===== config.mk =====
export PLATFORM = sky130hd
export DESIGN_NAME = fcvt_scheduler
export DESIGN_NICKNAME = d
export VERILOG_FILES = /design/src/rtl/fpu_pkg.sv /design/src/rtl/rr_arbiter.sv /design/src/rtl/fcvt_scheduler.sv
export SDC_FILE = /design/constraint.sdc
export NUM_CORES = 1
export LEC_CHECK = 0
export BUFFER_PORTS_ARGS = -buffer_cell sky130_fd_sc_hd__buf_2
export CORE_ASPECT_RATIO = 1.75
export CORE_MARGIN = 8
export CORE_UTILIZATION = 44
export CTS_BUF_LIST = sky130_fd_sc_hd__clkbuf_8
export DETAILED_ROUTE_END_ITERATION = 12
export GPL_ROUTABILITY_DRIVEN = 0
export GPL_TIMING_DRIVEN = 0
export PLACE_DENSITY_LB_ADDON = 0.25
export SETUP_SLACK_MARGIN = 0.4
export SYNTH_ARGS = -nofsm -noshare
export SYNTH_HDL_FRONTEND = slang
export SYNTH_SLANG_ARGS = --single-unit

===== constraint.sdc =====
create_clock -name clk -period 2.8 [get_ports clk]
set_clock_uncertainty 0.1 [all_clocks]
set_input_delay 0.42 -clock clk [delete_from_list [all_inputs] [get_ports clk]]
set_output_delay 0.42 -clock clk [all_outputs]
set_load 0.01 [all_outputs]

===== src/rtl/fpu_pkg.sv =====
// Shared state encoding and constants for the float-to-double conversion scheduler.
package fpu_pkg;

  typedef enum logic [1:0] {
    IDLE  = 2'd0,
    ISSUE = 2'd1,
    WAIT  = 2'd2,
    RESP  = 2'd3
  } fcvt_state_t;

  localparam logic [63:0] QNAN64 = 64'h7FF8_0000_0000_0000;

  localparam int TIMEOUT_DEFAULT = 16;

endpackage


===== src/rtl/rr_arbiter.sv =====
// Round-robin picker: grants the first set request searching upward from last+1 with wrap.
// Purely combinational; grant is one-hot, or zero when nothing requests.
module rr_arbiter #(
  parameter int N_REQ = 4
) (
  input  logic [N_REQ-1:0]         req,
  input  logic [$clog2(N_REQ)-1:0] last,
  output logic [N_REQ-1:0]         grant
);

  localparam int IDW = $clog2(N_REQ);

  int             pos;
  logic [IDW-1:0] idx;
  logic           found;

  always_comb begin
    grant = '0;
    found = 1'b0;
    pos   = 0;
    idx   = '0;
    for (int k = 1; k <= N_REQ; k++) begin
      pos = (int'(last) + k) % N_REQ;
      idx = IDW'(pos);
      if (!found && req[idx]) begin
        grant[idx] = 1'b1;
        found      = 1'b1;
      end
    end
  end

endmodule


===== src/rtl/fcvt_scheduler.sv =====
// Shares one float-to-double converter among N_REQ requesters: round-robin grant,
// one conversion in flight, converter timeout, and a response held until consumed.
module fcvt_scheduler
  import fpu_pkg::*;
#(
  parameter int N_REQ   = 4,
  parameter int TIMEOUT = TIMEOUT_DEFAULT
) (
  input  logic                     clk,
  input  logic                     reset,
  input  logic [N_REQ-1:0]         req_valid,
  output logic [N_REQ-1:0]         req_ready,
  input  logic [32*N_REQ-1:0]      req_float,
  output logic                     cvt_start,
  output logic [31:0]              cvt_float,
  input  logic                     cvt_done,
  input  logic [63:0]              cvt_double,
  input  logic                     cvt_nan,
  output logic                     rsp_valid,
  input  logic                     rsp_ready,
  output logic [$clog2(N_REQ)-1:0] rsp_id,
  output logic [63:0]              rsp_double,
  output logic                     rsp_nan,
  output logic                     rsp_timeout,
  output logic                     busy
);

  localparam int         IDW      = $clog2(N_REQ);
  localparam logic [7:0] CNT_LAST = 8'(TIMEOUT - 1);

  fcvt_state_t    state_q, state_d;
  logic [IDW-1:0] last_q, last_d;
  logic [IDW-1:0] id_q, id_d;
  logic [31:0]    op_q, op_d;
  logic [7:0]     cnt_q, cnt_d;
  logic [63:0]    dbl_q, dbl_d;
  logic           nan_q, nan_d;
  logic           tmo_q, tmo_d;

  logic [N_REQ-1:0] grant;
  logic [IDW-1:0]   grant_idx;
  logic [31:0]      grant_float;

  rr_arbiter #(.N_REQ(N_REQ)) u_arb (
    .req   (req_valid),
    .last  (last_q),
    .grant (grant)
  );

  always_comb begin
    grant_idx   = '0;
    grant_float = '0;
    for (int i = 0; i < N_REQ; i++) begin
      if (grant[i]) begin
        grant_idx   = IDW'(i);
        grant_float = req_float[32*i +: 32];
      end
    end
  end

  always_ff @(posedge clk or negedge reset) begin
    if (!reset) begin
      state_q <= IDLE;
      last_q  <= IDW'(N_REQ - 1);
      id_q    <= '0;
      op_q    <= '0;
      cnt_q   <= '0;
      dbl_q   <= '0;
      nan_q   <= 1'b0;
      tmo_q   <= 1'b0;
    end else begin
      state_q <= state_d;
      last_q  <= last_d;
      id_q    <= id_d;
      op_q    <= op_d;
      cnt_q   <= cnt_d;
      dbl_q   <= dbl_d;
      nan_q   <= nan_d;
      tmo_q   <= tmo_d;
    end
  end

  always_comb begin
    state_d = state_q;
    last_d  = last_q;
    id_d    = id_q;
    op_d    = op_q;
    cnt_d   = cnt_q;
    dbl_d   = dbl_q;
    nan_d   = nan_q;
    tmo_d   = tmo_q;
    unique case (state_q)
      IDLE: begin
        if (|req_valid) begin
          id_d    = grant_idx;
          op_d    = grant_float;
          state_d = ISSUE;
        end
      end
      ISSUE: begin
        cnt_d   = '0;
        state_d = WAIT;
      end
      WAIT: begin
        // A result arriving on the last allowed cycle beats the timeout.
        if (cvt_done) begin
          dbl_d   = cvt_double;
          nan_d   = cvt_nan;
          tmo_d   = 1'b0;
          state_d = RESP;
        end else if (cnt_q == CNT_LAST) begin
          dbl_d   = QNAN64;
          nan_d   = 1'b0;
          tmo_d   = 1'b1;
          state_d = RESP;
        end else begin
          cnt_d = cnt_q + 8'd1;
        end
      end
      RESP: begin
        if (rsp_ready) begin
          last_d  = id_q;
          state_d = IDLE;
        end
      end
      default: state_d = IDLE;
    endcase
  end

  // Gating with reset keeps req_ready low while reset is held.
  assign req_ready   = (state_q == IDLE && reset) ? grant : '0;
  assign cvt_start   = (state_q == ISSUE);
  assign cvt_float   = op_q;
  assign rsp_valid   = (state_q == RESP);
  assign rsp_id      = id_q;
  assign rsp_double  = dbl_q;
  assign rsp_nan     = nan_q;
  assign rsp_timeout = tmo_q;
  assign busy        = (state_q != IDLE);

  a_ready_onehot: assert property (@(posedge clk) disable iff (!reset) $onehot0(req_ready));
  a_start_pulse:  assert property (@(posedge clk) disable iff (!reset) cvt_start |=> !cvt_start);

endmodule


-- Word level (Yosys, flattened, before mapping)
Cells that the tools add are included.
- register bits: 112
- bits of input ports: 201
- output and inout bits: 107
- logic and storage cells: 99
- add/sub/neg operators: 5
- magnitude comparators: 8
- equality and inequality tests: 9
- muxes and demuxes: 45
- bitwise operators: 3
- reduce and logical (&&, ||, !) cells: 21
- operator list (kind ; number):
    two-way mux 32 bit ; 4
    two-way mux 64 bit ; 2
    two-way mux 4 bit ; 5
    two-way mux 1 bit ; 16
    two-way mux 8 bit ; 2
    one-hot mux 8 bit (2 select lines) ; 1
    less-than comparator 2 x 3 -> 1 bit, second input constant ; 4
    two-way mux 2 bit ; 6
    OR 4 bit ; 3
    adder 8 x 1 -> 8 bit, second input constant ; 1
    binary-select mux 1 bit (select 2 bit) ; 4
    demux 1 bit (select 2 bit) ; 4
    equality test 8 x 4 -> 1 bit, second input constant ; 1
    greater-or-equal comparator 2 x 1 -> 1 bit, second input constant ; 4
    logical AND 1 bit ; 8
    one-hot mux 2 bit (4 select lines) ; 1
    != test 2 bit, second input constant ; 3
    AND reduction 2 bit ; 3
    AND reduction 3 bit ; 2
    nonzero test 2 bit ; 3
    adder 2 x 1 -> 2 bit, second input constant ; 2
    adder 2 bit, second input constant ; 2
    equality test 2 bit, second input constant ; 2
    OR reduction 4 bit ; 1
    other kinds (5) ; 7

-- Depth between registers and ports, before layout
- depth in word-level cells: 17
- depth in mapped cells: 11
- gate-level depth less buffers: 8

-- By module
From an unflattened synthesis, not the netlist that was laid out.
- cell total of the unflattened synthesis: 517
- area total of the unflattened synthesis: 5565.3 µm²
- modules (own cells, without submodules) (module ; instances ; cells an instance ; area an instance (µm²) ; seq. area each (µm²)):
    fcvt_scheduler ; 1 ; 479 ; 5207.5 ; 2805.2
    rr_arbiter ; 1 ; 38 ; 357.8 ; 0.0

-- Least setup slack after synthesis
Ideal clock, no wire load.
- kind: register to output
- start: register last_q[0]
- end: output port req_ready[2]
- data arrival time: 2.515 ns
- required time: 2.280 ns
- slack: -0.235 ns
- cell stages (with the launch flop): 11
- path buffers: 4
- cell sequence: dfstp_2 > buf_6 > inv_1 > ha_1 > o311a_1 > or4b_1 > buf_2 > and3_1 > buf_2 > buf_2 > nor2_1
- word-level cells in the longest chain between the ends: 14
- elaborated cells between the ends (all ways): 49
- classes of those cells: add/sub (4); order compare (8); mux (24); bitwise (3); reduce/logical (10)
- RTL lines (item ; RTL line ; RTL):
    start, declared ; fcvt_scheduler.sv:32 ; logic [IDW-1:0] last_q, last_d;
    start signal, assigned ; fcvt_scheduler.sv:64 ; last_q <= IDW'(N_REQ - 1);
    start signal, assigned ; fcvt_scheduler.sv:73 ; last_q <= last_d;
    branches (longest 12 deep; another with less-than comparator 2 x 3 -> 1 bit) ; - ;
    two-way mux 4 bit * ; rr_arbiter.sv:25 ; if (!found && req[idx]) begin
    two-way mux 4 bit * ; fcvt_scheduler.sv:131 ; assign req_ready = (state_q == IDLE && reset) ? grant : '0;
    end, declared ; fcvt_scheduler.sv:12 ; output logic [N_REQ-1:0] req_ready,
Every way passes the cells marked *. The select of a mux whose other input is x is not followed.

-- Worst setup path after layout
- start: register last_q[0]
- end: output port req_ready[0]
Same word-level chain as after synthesis.

==> metrics.yaml <==
outcome:
  status: "finished with violations"
  violations: "setup timing"
sta:
  worst_pin_slew_ns: 0.585
  setup_violations: 37
  report.final.hold_viol_count: 0
  timing.final.crit_share_pct: 121
  setup_slack_ns: -0.597
  drv_slew: 0
  fmax_mhz: 294
  rsz0062_at_grt: "yes"
  layout_min_cycle_time_ns: 3.40
  setup_tns_ns: -15.70
  slew-limit-headroom_pct: 61.0
pwr:
  p_total_mw: 13.0
  powerDensity_nw_per_um2: 1360
  leakagePower_nw: 4.44
  irDropWorstVdd_v: 0.000866
layout:
  nFillCells: 1187
  nets: 1206
  finish.utilization_pct: 66.4
  mostFrequentLayoutCell: "buf_2"
  most-common-layout-cells: "buf_2, dfrtp_1, nand2_1"
  drive_gt1_share_pct: 48.8
  area_delta_synth_final_pct: 47.5
floorplan:
  rows: 58
  die_h_um: 176
  core_um2: 14400
  start_util_pct: 45.1
  io_pins: 308
  die_w_um: 108
  fp.dieArea_um2: 19000
worst_setup_path:
  crit_slowest_cell: "dfstp_2"
  worstPathArrival_ns: 2.88
  path_cells: "buf_6 > inv_8 > ha_4 > mux4_2 > buf_6 > buf_12 > nand2_4 > o21ai_2 > a221o_1 > clkbuf_8 > nor2b_4 > buf_6"
  worstPathMaxFanout: 5
  slowest_delay_ns: 0.56
  setup.worst_path.start_class: "flop"
  critPathKind: "flop to primary output"
  cp-end-kind: "primary output"
  path_common_cell: "buf_6"
  cp.required_ns: 2.28
synthesis:
  synth_warnings: 0
  syn-mean-instance-area_um2: 10.3
  synth_ff_type: "dfrtp_1"
  ys_seq_elements: 112
  async_flop_share_pct: 100
  synth-edff-count: 0
  syn_area_um2: 6470
  synthCells: 628
  syn-num-nets: 842
  ys_seq_area_share_pct: 43.3
  ys_types: 55
clocking:
  h-tree-depth: 3
  clock_path_buffers: 2
  cts-root-buf: "clkbuf_8"
  cts_buffers: 9
  clkLatencyLatePin_ns: 0.38
  cts_tree: "done"
  cts.sinks: 112
  cts.clk_slew.worst_paths_ns: 0.12
flow_run:
  drv_cap: 0
place:
  dp_hpwl_mm: 18.8
  numPortBuffers: 307
  pre_cts_slack_ns: -0.606
routing:
  drtAntennaViolNets: 0
  avgRoutedWirePerCell_um: 21.6
  firstDrtPassIters: 5
  vias: 6890
  drt-initial-drc-count: 391
  drc: 0
  detail_route.vias_per_cell: 5.84
  wirelength_mm: 25.5
global_route:
  grt_pass1_vias: 7424
  grt_use_total_pct: 25.4
  grt_pass1_wl_mm: 38.4
  overflow: 0
  grt_max_degree: 67
  antenna_found_initial: 4
worst_hold_path:
  hold_class: "input pin to flop"
==> path summary, 6_finish.rpt <==
| path | from | endpoint | slack [ns] | depth (start not counted) |
|---|---|---|---|---|
| setup / recovery | last_q[0] | req_ready[0] | -0.60 | 12 |
| hold / removal | cvt_double[51] | rsp_double[51] | 0.14 | 2 |
| setup reg to reg | last_q[0] | cvt_float[12] | -0.48 | 15 |
| hold reg to reg | cvt_float[1] | cvt_float[1] | 0.40 | 2 |
| max in group asynchronous | reset | rsp_double[4] | 1.74 | 3 |
| min in group asynchronous | reset | last_q[1] | 0.51 | 2 |
==> synthesized netlist by cell type, types with 3 or more instances <==
cell	number	area share, %
a21oi_1	3	0.23
a221oi_1	4	0.54
a221oi_2	30	7.0
a22o_1	54	7.3
and4_1	32	4.3
buf_2	15	1.2
buf_4	3	0.35
buf_6	8	1.4
clkbuf_1	42	2.4
dfrtp_1	110	43
ha_1	13	2.5
inv_1	9	0.52
nand2_1	89	5.2
nand3_1	5	0.39
nand4_1	33	3.2
nor2_1	12	0.70
nor2b_1	3	0.29
nor3_1	3	0.23
nor4_1	33	3.2
o211ai_1	12	1.4
o211ai_2	20	3.9
o21ai_0	43	3.3
o22a_1	12	1.6
==> metrics by stage <==
stage	area [µm²]	hold slack (ns)	std cells
after floorplan	6540	0.0244	628
after global placement	8300	0.366	1115
after detailed placement	8340	0.299	1116
after CTS	9260	0.125	1164
after global routing	9550	0.126	1180
final	9550	0.142	1180
==> where the power goes <==
group | switching [mW] | internal (mW)
Sequential | 0.386 | 2.35
Clock | 0.618 | 0.345
Combinational | 5.01 | 4.28
==> cell type report <==
class	count	area [µm²]	area share [%]
repair buffers	353	2090	21.9
inverters	9	41.3	0.433
diodes	3	7.51	0.0786
well taps	180	225	2.36
multi-input cells	438	3740	39.2
flip-flops and latches	112	2810	29.4
plain buffers	69	447	4.68
clock inverters	7	66.3	0.695
clock buffers	9	124	1.30
==> flip-flops by register name, summed over array words and instances, names as in the netlist <==
name	cells
rsp_double	64
rsp_nan	1
state_q	2
cvt_float	32
last_q	2
rsp_timeout	1
rsp_id	2
cnt_q	8
==> worst max-delay path: cells and delay by family, from the launching register on <==
kind / cells / cell delay (ns)
muxes: 1 / 0.38
DFF: 1 / 0.56
AOI/OAI and AO/OA: 2 / 0.36
and+or+nand+nor: 2 / 0.17
buffers and inverters: 6 / 0.73
adders and majority gates: 1 / 0.29
==> cells by family after synthesis <==
logic type	share of synthesized area (%)
AO/OA/AOI/OAI	27.5
buffers and inverters	5.93
flip-flops	43.3
multiplexers	1.04
AND/OR/NAND/NOR	19.4
adder cells (fa/ha/maj)	2.51
XOR/XNOR	0.271
==> metal layers <==
layer,up-vias,routed length [µm],global-route usage (%)
met1,3296,8960,26.0
met3,67,2280,7.48
met4,2,895,12.8
li1,3179,-,-
met5,-,8,0
met2,346,13400,45.3
==> what timing repair did <==
item                       CTS  global route
setup buffers               27            13
setup endpoints to repair   95            96
hold endpoints to repair    44             0
hold buffers                 2             0
gates resized for setup     73            29
pin swaps                   24            21
cloned                       3             0
Note: power is estimated with default switching activity, not from simulation.
